===== config.mk =====
export PLATFORM = sky130hd
export DESIGN_NAME = hist_equalize
export DESIGN_NICKNAME = d
export VERILOG_FILES = /design/src/rtl/hist_equalize.sv
export SDC_FILE = /design/constraint.sdc
export NUM_CORES = 2
export LEC_CHECK = 0
export CORE_MARGIN = 8
export CORE_UTILIZATION = 55
export DETAILED_ROUTE_END_ITERATION = 10
export DONT_BUFFER_PORTS = 1
export GPL_ROUTABILITY_DRIVEN = 0
export GPL_TIMING_DRIVEN = 0
export PLACE_DENSITY = 0.71
export SYNTH_ARGS = -nofsm -noshare
export SYNTH_HDL_FRONTEND = slang
export SYNTH_SLANG_ARGS = --single-unit

===== constraint.sdc =====
create_clock -name clk -period 21.2 [get_ports clk]
set_input_delay 4.24 -clock clk [delete_from_list [all_inputs] [get_ports clk]]
set_output_delay 4.24 -clock clk [all_outputs]
set_load 0.01 [all_outputs]

===== src/rtl/hist_equalize.sv =====
// Histogram equalisation: builds the CDF from 256 histogram bins, derives an
// 8-bit remap LUT by restoring division, then rewrites the frame store through it.
module hist_equalize #(
  parameter int V_SIZE = 64,
  parameter int H_SIZE = 64,
  parameter int ADDR_W = 12,
  parameter int CNT_W  = 13
) (
  input  logic              clk,
  input  logic              reset,
  input  logic              start,
  output logic              hist_rd,
  output logic [7:0]        hist_addr,
  input  logic              hist_val,
  input  logic [CNT_W-1:0]  hist_data,
  output logic              rd_pixel,
  output logic [ADDR_W-1:0] addr_pixel,
  input  logic              pixel_val,
  input  logic [23:0]       pixel_in,
  output logic              wr_pixel,
  output logic [23:0]       pixel_out,
  output logic              busy,
  output logic              done,
  output logic              hist_err
);

  localparam int N     = V_SIZE * H_SIZE;
  localparam int DIV_W = CNT_W + 8;
  localparam int DC_W  = $clog2(DIV_W);
  localparam logic [CNT_W-1:0]  N_C    = CNT_W'(N);
  localparam logic [ADDR_W-1:0] LAST_A = ADDR_W'(N - 1);

  typedef enum logic [2:0] {
    IDLE, H_REQ, H_WAIT, H_DIV, P_REQ, P_WAIT, P_WR, DONE
  } state_t;

  state_t            state_q, state_d;
  logic [7:0]        bin_q, bin_d;
  logic [CNT_W-1:0]  acc_q, acc_d;
  logic              sat_q, sat_d;
  logic [CNT_W-1:0]  cdf_min_q, cdf_min_d;
  logic              degen_q, degen_d;
  logic [DIV_W-1:0]  div_q, div_d;
  logic [CNT_W-1:0]  rem_q, rem_d;
  logic [DC_W-1:0]   div_cnt_q, div_cnt_d;
  logic              hist_rd_q, hist_rd_d;
  logic [7:0]        hist_addr_q, hist_addr_d;
  logic              rd_pixel_q, rd_pixel_d;
  logic [ADDR_W-1:0] addr_pixel_q, addr_pixel_d;
  logic              wr_pixel_q, wr_pixel_d;
  logic [23:0]       pixel_out_q, pixel_out_d;
  logic              busy_q, busy_d;
  logic              done_q, done_d;
  logic              hist_err_q, hist_err_d;

  logic [7:0]        lut_q [256];
  logic              lut_we;
  logic [7:0]        lut_wd;

  logic [CNT_W:0]    sum;
  logic [CNT_W-1:0]  diff;
  logic [CNT_W-1:0]  divisor;
  logic [CNT_W:0]    rem_shift;
  logic              qbit;
  logic [DIV_W-1:0]  quot_next;
  logic [7:0]        gray;
  logic [7:0]        remap;
  logic              bin_done;
  logic              unused_ok;

  assign unused_ok = ^pixel_in[15:0];

  always_comb begin
    state_d      = state_q;
    bin_d        = bin_q;
    acc_d        = acc_q;
    sat_d        = sat_q;
    cdf_min_d    = cdf_min_q;
    degen_d      = degen_q;
    div_d        = div_q;
    rem_d        = rem_q;
    div_cnt_d    = div_cnt_q;
    hist_rd_d    = 1'b0;
    hist_addr_d  = hist_addr_q;
    rd_pixel_d   = 1'b0;
    addr_pixel_d = addr_pixel_q;
    wr_pixel_d   = 1'b0;
    pixel_out_d  = pixel_out_q;
    done_d       = done_q;
    hist_err_d   = hist_err_q;
    lut_we       = 1'b0;
    lut_wd       = '0;
    sum          = '0;
    diff         = '0;
    divisor      = N_C - cdf_min_q;
    rem_shift    = {rem_q, div_q[DIV_W-1]};
    qbit         = (rem_shift >= {1'b0, divisor});
    quot_next    = {div_q[DIV_W-2:0], qbit};
    gray         = pixel_in[23:16];
    remap        = degen_q ? gray : lut_q[gray];
    bin_done     = 1'b0;

    case (state_q)
      IDLE: begin
        if (start) begin
          done_d      = 1'b0;
          hist_err_d  = 1'b0;
          acc_d       = '0;
          sat_d       = 1'b0;
          cdf_min_d   = '0;
          degen_d     = 1'b0;
          bin_d       = '0;
          hist_addr_d = '0;
          hist_rd_d   = 1'b1;
          state_d     = H_REQ;
        end
      end
      H_REQ: state_d = H_WAIT;
      H_WAIT: begin
        if (hist_val) begin
          sum = {1'b0, acc_q} + {1'b0, hist_data};
          if (sum[CNT_W]) begin
            acc_d = '1;
            sat_d = 1'b1;
          end else begin
            acc_d = sum[CNT_W-1:0];
          end
          if (cdf_min_q == '0 && hist_data != '0) cdf_min_d = hist_data;
          // dividend = (acc - cdf_min) * 255, formed as x*256 - x
          diff      = acc_d - cdf_min_d;
          div_d     = {diff, 8'h00} - DIV_W'(diff);
          rem_d     = '0;
          div_cnt_d = '0;
          state_d   = H_DIV;
        end
      end
      H_DIV: begin
        if (acc_q == '0) begin
          lut_we   = 1'b1;
          bin_done = 1'b1;
        end else if (divisor == '0) begin
          degen_d  = 1'b1;
          bin_done = 1'b1;
        end else begin
          rem_d     = qbit ? CNT_W'(rem_shift - {1'b0, divisor}) : rem_shift[CNT_W-1:0];
          div_d     = quot_next;
          div_cnt_d = div_cnt_q + 1'b1;
          if (div_cnt_q == DC_W'(DIV_W - 1)) begin
            lut_we   = 1'b1;
            lut_wd   = quot_next[7:0];
            bin_done = 1'b1;
          end
        end
      end
      P_REQ: state_d = P_WAIT;
      P_WAIT: begin
        if (pixel_val) begin
          pixel_out_d = {remap, remap, remap};
          wr_pixel_d  = 1'b1;
          state_d     = P_WR;
        end
      end
      P_WR: begin
        if (addr_pixel_q == LAST_A) begin
          addr_pixel_d = '0;
          done_d       = 1'b1;
          state_d      = DONE;
        end else begin
          addr_pixel_d = addr_pixel_q + 1'b1;
          rd_pixel_d   = 1'b1;
          state_d      = P_REQ;
        end
      end
      DONE:    state_d = IDLE;
      default: state_d = IDLE;
    endcase

    if (bin_done) begin
      if (bin_q == 8'hFF) begin
        hist_err_d   = sat_q || (acc_q != N_C);
        addr_pixel_d = '0;
        rd_pixel_d   = 1'b1;
        state_d      = P_REQ;
      end else begin
        bin_d       = bin_q + 1'b1;
        hist_addr_d = bin_q + 1'b1;
        hist_rd_d   = 1'b1;
        state_d     = H_REQ;
      end
    end

    busy_d = !(state_d == IDLE || state_d == DONE);
  end

  always_ff @(posedge clk or posedge reset) begin
    if (reset) begin
      state_q      <= IDLE;
      bin_q        <= '0;
      acc_q        <= '0;
      sat_q        <= 1'b0;
      cdf_min_q    <= '0;
      degen_q      <= 1'b0;
      div_q        <= '0;
      rem_q        <= '0;
      div_cnt_q    <= '0;
      hist_rd_q    <= 1'b0;
      hist_addr_q  <= '0;
      rd_pixel_q   <= 1'b0;
      addr_pixel_q <= '0;
      wr_pixel_q   <= 1'b0;
      pixel_out_q  <= '0;
      busy_q       <= 1'b0;
      done_q       <= 1'b0;
      hist_err_q   <= 1'b0;
    end else begin
      state_q      <= state_d;
      bin_q        <= bin_d;
      acc_q        <= acc_d;
      sat_q        <= sat_d;
      cdf_min_q    <= cdf_min_d;
      degen_q      <= degen_d;
      div_q        <= div_d;
      rem_q        <= rem_d;
      div_cnt_q    <= div_cnt_d;
      hist_rd_q    <= hist_rd_d;
      hist_addr_q  <= hist_addr_d;
      rd_pixel_q   <= rd_pixel_d;
      addr_pixel_q <= addr_pixel_d;
      wr_pixel_q   <= wr_pixel_d;
      pixel_out_q  <= pixel_out_d;
      busy_q       <= busy_d;
      done_q       <= done_d;
      hist_err_q   <= hist_err_d;
    end
  end

  // LUT contents need no reset: every entry is rewritten before remap reads it
  always_ff @(posedge clk) begin
    if (lut_we) lut_q[bin_q] <= lut_wd;
  end

  assign hist_rd    = hist_rd_q;
  assign hist_addr  = hist_addr_q;
  assign rd_pixel   = rd_pixel_q;
  assign addr_pixel = addr_pixel_q;
  assign wr_pixel   = wr_pixel_q;
  assign pixel_out  = pixel_out_q;
  assign busy       = busy_q;
  assign done       = done_q;
  assign hist_err   = hist_err_q;

endmodule

Yosys cells after proc, flatten, opt, wreduce, memory -nomap -nowiden

Memory sizes are Yosys's and may differ from the RTL's.
Index checks and enable logic that the tools add are counted.

Add/sub/neg operators: 8
Order comparisons: 1
Eq/ne operators: 19
Multiplexer cells: 80
Reductions and logical operators: 20

Operators with widths:

| cell                                                            | number |
|---|---|
| 13-bit 2-to-1 mux                                               | 13 |
| 8-bit 2-to-1 mux                                                | 13 |
| 13-bit one-hot mux with 2 select lines                          | 3 |
| 21-bit 2-to-1 mux                                               | 3 |
| 12-bit 2-to-1 mux                                               | 4 |
| 21-bit one-hot mux with 2 select lines                          | 1 |
| 13-bit zero test                                                | 3 |
| 1-bit 2-to-1 mux                                                | 29 |
| 13-bit subtractor                                               | 2 |
| 3-bit one-hot mux with 7 select lines                           | 1 |
| 21-bit by 13-bit subtractor with 21-bit output                  | 1 |
| 3-bit == test, second input constant                            | 5 |
| 3-bit 2-to-1 mux                                                | 5 |
| 5-bit 2-to-1 mux                                                | 3 |
| 13-bit by 13-bit adder with 14-bit output                       | 1 |
| 14-bit by 13-bit >= comparator with 1-bit output                | 1 |
| 2-bit inequality test, second input constant                    | 7 |
| 13-bit inequality test, second input constant                   | 1 |
| 13-bit nonzero test                                             | 1 |
| 13-bit subtractor, first input constant                         | 1 |
| 12-bit by 1-bit adder with 12-bit output, second input constant | 1 |
| 12-bit == test, second input constant                           | 1 |
| 4-bit AND reduction                                             | 3 |
| 5-bit one-hot mux with 2 select lines                           | 1 |
| 15 further kinds                                                | 24 |

Bits in registers: 128
Memory bits (writable): 2048
Bits of input ports: 42
Output and inout bits: 50
Word-level logic and storage cells: 147
Memories kept: 1

Memory list:

| name  | words | bits a word | read ports | clocked after memory_dff | wr ports | line | text |
|---|---|---|---|---|---|---|---|
| lut_q | 256   | 8           | 1          | 0                        | 1        | 56   | `logic [7:0] lut_q [256];` |

Depth between registers and ports, before layout

Word-level depth: 9
Mapped depth: 27
Gate-level depth less buffers: 27

Worst setup path before layout

No wires, ideal clock.

Kind: input to register
Start: input hist_data[1]
End: register div_q[20]
Setup time: 0.142 ns
Arrival: 9.544 ns
Required time: 21.058 ns
Setup slack: 11.514 ns
Stages on the path: 24
Path buffers: 0
Cells stage by stage: ha_1 a21oi_1 o211ai_1 o21ai_0 o21ai_0 a2111oi_0 nor3_1 a21o_1 a21oi_1 o21ai_0 ha_1 or2_2 o21ai_0 nand2_1 a31oi_1 xor2_1 ha_1 inv_1 o41ai_1 maj3_1 a211oi_1 o21ai_0 xnor2_1 o221ai_1

Cells in the longest elaborated chain, start to end: 9
Elaborated cells between the ends (all ways): 13
Those cells by class: 3 x add/sub; 8 x mux; 2 x reduce/logical

Ends and longest elaborated chain:

| what                                                                                              | line | text |
|---|---|---|
| from (decl)                                                                                       | 15   | `input logic [CNT_W-1:0] hist_data,` |
| parallel branches: the longest is 5 deep, another holds 13-bit by 13-bit adder with 14-bit output | --   |  |
| 13-bit subtractor *                                                                               | 130  | `diff = acc_d - cdf_min_d;` |
| 21-bit by 13-bit subtractor with 21-bit output *                                                  | 131  | `div_d = {diff, 8'h00} - DIV_W'(diff);` |
| 21-bit 2-to-1 mux *                                                                               | 120  | `if (hist_val) begin` |
| 21-bit one-hot mux with 2 select lines *                                                          | 103  | `case (state_q)` |
| to (signal assigned)                                                                              | 222  | `div_q <= div_d;` |
| to (decl)                                                                                         | 43   | `logic [DIV_W-1:0] div_q, div_d;` |

Every way passes the cells marked *. The select of a mux whose other input is x is not followed.
A chain may end at the register's enable or synchronous reset.

Final worst setup path

Start: input hist_data[1]
End: register div_q[16]

The elaborated chain is that of the path after synthesis.

==> run_results.csv <==
group,metric,value,unit
outcome,status,"complete, but fails checks",
outcome,violations,"capacitance limit, slew limit",
critical_path,reg2reg_slack,13.60,ns
critical_path,critical_path_arrival,11.25,ns
critical_path,path_max_fanout,9,
synthesis,yosysWarnings,0,
clock_tree,cts_max_path_buffers,3,
global_routing,grt.overflow.total,0,
critical_path,critical_path_class,"in -> reg",
routing,drt_iter0_drc,8761,
clock_tree,cts.clk_slew.worst_paths,0.06,ns
synthesis,netlist_instances,4177,
routing,drt-total-wl,257500,microns
die,chipWidth,414.0,microns
power_and_ir_drop,switching_power,3.139,mW
global_routing,grt_pass1_vias,44610,
min_path,worstHoldPathCells,2,
routing,viasPerCell,6.937,
power_and_ir_drop,pwr-share-clk,0.347,
flow_run,drv_cap,5,
synthesis,synth_nets,4273,
clock_tree,ctsResizeCount,0,
timing,skew,0.03395,ns
clock_tree,cts.htree.levels,4,
min_path,hp-start,"div_q[12]$_DFFE_PP0P_",
routing,drt-pass1-iter-count,6,
synthesis,synth-async-reset-ratio,0.05185,
critical_path,crit_path_start_kind,"input port",
die,top_level_ports,92,
cells_and_area,synthToLayoutAreaGrowth,11.87,%
min_path,hp-class,"reg -> reg",
global_routing,grt_max_degree,106,
global_routing,antenna_found_initial,11,
timing,hold_violations,0,
clock_tree,cts-buffers-inserted,209,
timing,setup_violations,0,
die,core,157800,sq um
timing,clock.fmax,94.74,MHz
clock_tree,numClockSinks,2160,
cells_and_area,fin_util,0.6174,
global_routing,grt_use_total,0.3010,
routing,antenna_left,0,
power_and_ir_drop,power_density,110.4,nW/um^2
synthesis,synth_edf_count,2048,
placed_design,portBuffers,0,
power_and_ir_drop,seqPwrFrac,0.447,
timing,layout_min_cycle_time,10.56,ns
synthesis,synth_area,87100,sq um
synthesis,syn_avg_cell_area,20.85,sq um
cells_and_area,drive_above_1_share,0.2691,
power_and_ir_drop,p_int,7.614,mW
critical_path,reg2reg_to,"div_q[16]$_DFFE_PP0P_",
power_and_ir_drop,combPwrFrac,0.206,
clock_tree,cts-root-buf,"clkbuf_16",
power_and_ir_drop,ir_worst_vdd,0.1493,mV
routing,drc,0,
cells_and_area,layout.nets,4516,
timing,worstMarginPinSlew,1.604,ns
timing,rsz0062_at_grt,"no",
critical_path,reg2reg_depth,24,
power_and_ir_drop,p_sw_frac,0.2919,
timing,final.period_utilization,0.4979,
die,dieArea,171400,sq um
routing,vias,46310,
cells_and_area,num-fill-cells,10730,
critical_path,worstSetupStartpoint,"hist_data[1]",
timing,drv_slew,54,
synthesis,synth-main-ff-cell,"edfxtp_1",
clock_tree,cts_tree,"yes",
placed_design,hpwl,169800,microns
critical_path,end_kind,"flip-flop",
synthesis,synth-seq-area-share,0.7382,
timing,relSlewSlack,-0.06910,
clock_tree,hold_buffers,0,
critical_path,endpoint,"div_q[16]$_DFFE_PP0P_",
synthesis,synth-seq-cells,2160,
routing,wl_per_cell,38.57,microns
clock_tree,clk_latency,0.85,ns
global_routing,grt_pass1_wl,354200,microns
power_and_ir_drop,p_leak,26.58,nW
critical_path,required,21.89,ns
clock_tree,postCtsSetupBuffers,0,
die,initial_core_util,0.5519,
die,die_y,414.0,microns
die,row_count,146,
timing,tns,0,ns
critical_path,reg2reg_from,"acc_q[1]$_DFFE_PP0P_",
synthesis,synth_cell_types,84,
-- how the worst min path moves through the flow --
| stage | to |
|---|---|
| final | div_q[12]$_DFFE_PP0P_ |
| after global routing | div_q[12]$_DFFE_PP0P_ |
| after CTS | div_q[12]$_DFFE_PP0P_ |
| after detailed placement | div_q[12]$_DFFE_PP0P_ |
| after global placement | div_q[12]$_DFFE_PP0P_ |
| after floorplan | div_q[12]$_DFFE_PP0P_ |
-- logic make-up (layout without fill, tap and decap cells) --
group,after synthesis,count (layout),synth area share
AOI/OAI and AO/OA,248,248,0.01843
xor gates and xnor gates,67,67,0.006737
adders and majority gates,55,55,0.008131
buffers and inverters,286,702,0.01533
DFF,2160,2160,0.7382
muxes,697,697,0.1767
other,0,11,0
and+or+nand+nor,664,664,0.03643
-- worst max-delay path, cell delays in order --
cell	delay (ns)
ha_1	0.27
a21oi_1	0.21
o211ai_1	0.16
o21ai_0	0.35
o21ai_0	0.18
a2111oi_0	0.41
nor3_1	0.17
a21o_1	0.22
a21oi_1	0.65
o21ai_0	0.42
ha_1	0.36
or2_2	0.33
o21ai_0	0.23
nand2_1	0.08
a31oi_1	0.30
xor2_1	0.45
ha_1	0.36
inv_1	0.07
o41ai_1	0.07
maj3_1	0.40
a211oi_1	0.71
o21ai_0	0.27
xnor2_1	0.22
o22ai_1	0.11
-- registers in the layout, summed over array words and instances (netlist names) --
register and flops:
hist_err 1, wr_pixel 1, div_q 21, pixel_out 8, cdf_min_q 13, degen_q 1
state_q 3, lut_q 2048, div_cnt_q 5, bin_q 8, sat_q 1, busy 1
hist_rd 1, done 1, addr_pixel 12, hist_addr 8, rem_q 13, rd_pixel 1
acc_q 13
-- power by group through the flow --
stage / Combinational (mW) / Clock, mW / Sequential, mW
final: 2.22 / 3.73 / 4.81
after CTS: 2.17 / 3.73 / 4.81
after global routing: 2.41 / 3.88 / 4.82
after detailed placement: 2.16 / 0 / 4.90
after floorplan: 1.56 / 0 / 4.87
after global placement: 2.11 / 0 / 4.91
-- cell usage in the layout, fill, tap and decap left out, drive strengths merged, types with 5 or more instances in the layout --
cell / n
diode: 11
nand3: 47
edfxtp: 2048
a22o: 15
clkbuf: 397
nor2: 352
o31ai: 18
o211ai: 6
o21a: 5
mux2i: 20
clkinv: 88
nor2b: 19
xor2: 29
dfrtp: 112
or2: 5
ha: 51
o21ai: 85
nand2b: 13
mux4: 672
nor4: 13
buf: 141
a21oi: 54
o41ai: 5
clkinvlp: 8
o21bai: 7
nand2: 127
mux2: 5
a21o: 12
o22ai: 9
bufinv: 20
and3: 6
xnor2: 38
nor3: 33
inv: 48
nand4: 14
and2: 12
-- cells in the mapped netlist (all sizes together) (4+ instances only) --
cell,number,area share
nor4,13,0.0011
edfxtp,2048,0.71
ha,51,0.0073
a21o,12,0.0010
a31oi,4,0.00029
nand3,47,0.0029
o31ai,18,0.0016
o21a,5,0.00043
o21bai,7,0.00060
nor2b,19,0.0014
and4,4,0.00040
nand2b,13,0.00096
and3,6,0.00043
dfrtp,112,0.032
mux4,672,0.17
nand4,14,0.0014
clkbuf,137,0.0059
mux2i,20,0.0023
o211ai,6,0.00052
and2,12,0.00086
a211oi,4,0.00034
o21ai,85,0.0050
inv,40,0.0017
nand2,127,0.0062
a22o,15,0.0015
xnor2,38,0.0038
nor2,352,0.016
mux2,5,0.00065
buf,109,0.0077
or3,4,0.00029
o22ai,9,0.00065
a2111oi,4,0.00069
nor3,33,0.0020
o41ai,5,0.00059
or2,5,0.00036
xor2,29,0.0029
a21oi,54,0.0031
-- through the flow --
| step | power [mW] | hold WS (ns) | instances | setup WS [ns] | area, sq um |
|---|---|---|---|---|---|
| after global routing | 11.11 | 0.5189 | 6665 | 10.06 | 97410 |
| final | 10.75 | 0.4727 | 6676 | 10.64 | 97440 |
| after detailed placement | 7.058 | 0.4614 | 6280 | 10.02 | 90580 |
| after CTS | 10.71 | 0.4753 | 6664 | 10.89 | 97370 |
| after floorplan | 6.432 | 0.4437 | 4177 | 11.51 | 87100 |
| after global placement | 7.022 | 0.4621 | 6249 | 9.860 | 89690 |
-- final cells by class --
class | instances | area (sq um) | share of cell area
flip-flops and latches | 2160 | 64300 | 0.6599
multi-input cells | 1731 | 21520 | 0.2208
clock buffers | 260 | 5512 | 0.05657
well taps | 2072 | 2592 | 0.02661
clock inverters | 124 | 1284 | 0.01317
plain buffers | 246 | 1280 | 0.01314
repair buffers | 32 | 769.5 | 0.007897
inverters | 40 | 155.1 | 0.001592
diodes | 11 | 27.53 | 0.0002825
-- per-layer routing --
metal / vias up / global-route usage / wire [microns]
met5: - / 0 / 13
li1: 17760 / - / -
met4: 2 / 0.1358 / 14350
met3: 671 / 0.1037 / 36110
met2: 3537 / 0.4477 / 115600
met1: 24340 / 0.4073 / 91400
(Power assumes the default switching activity.)
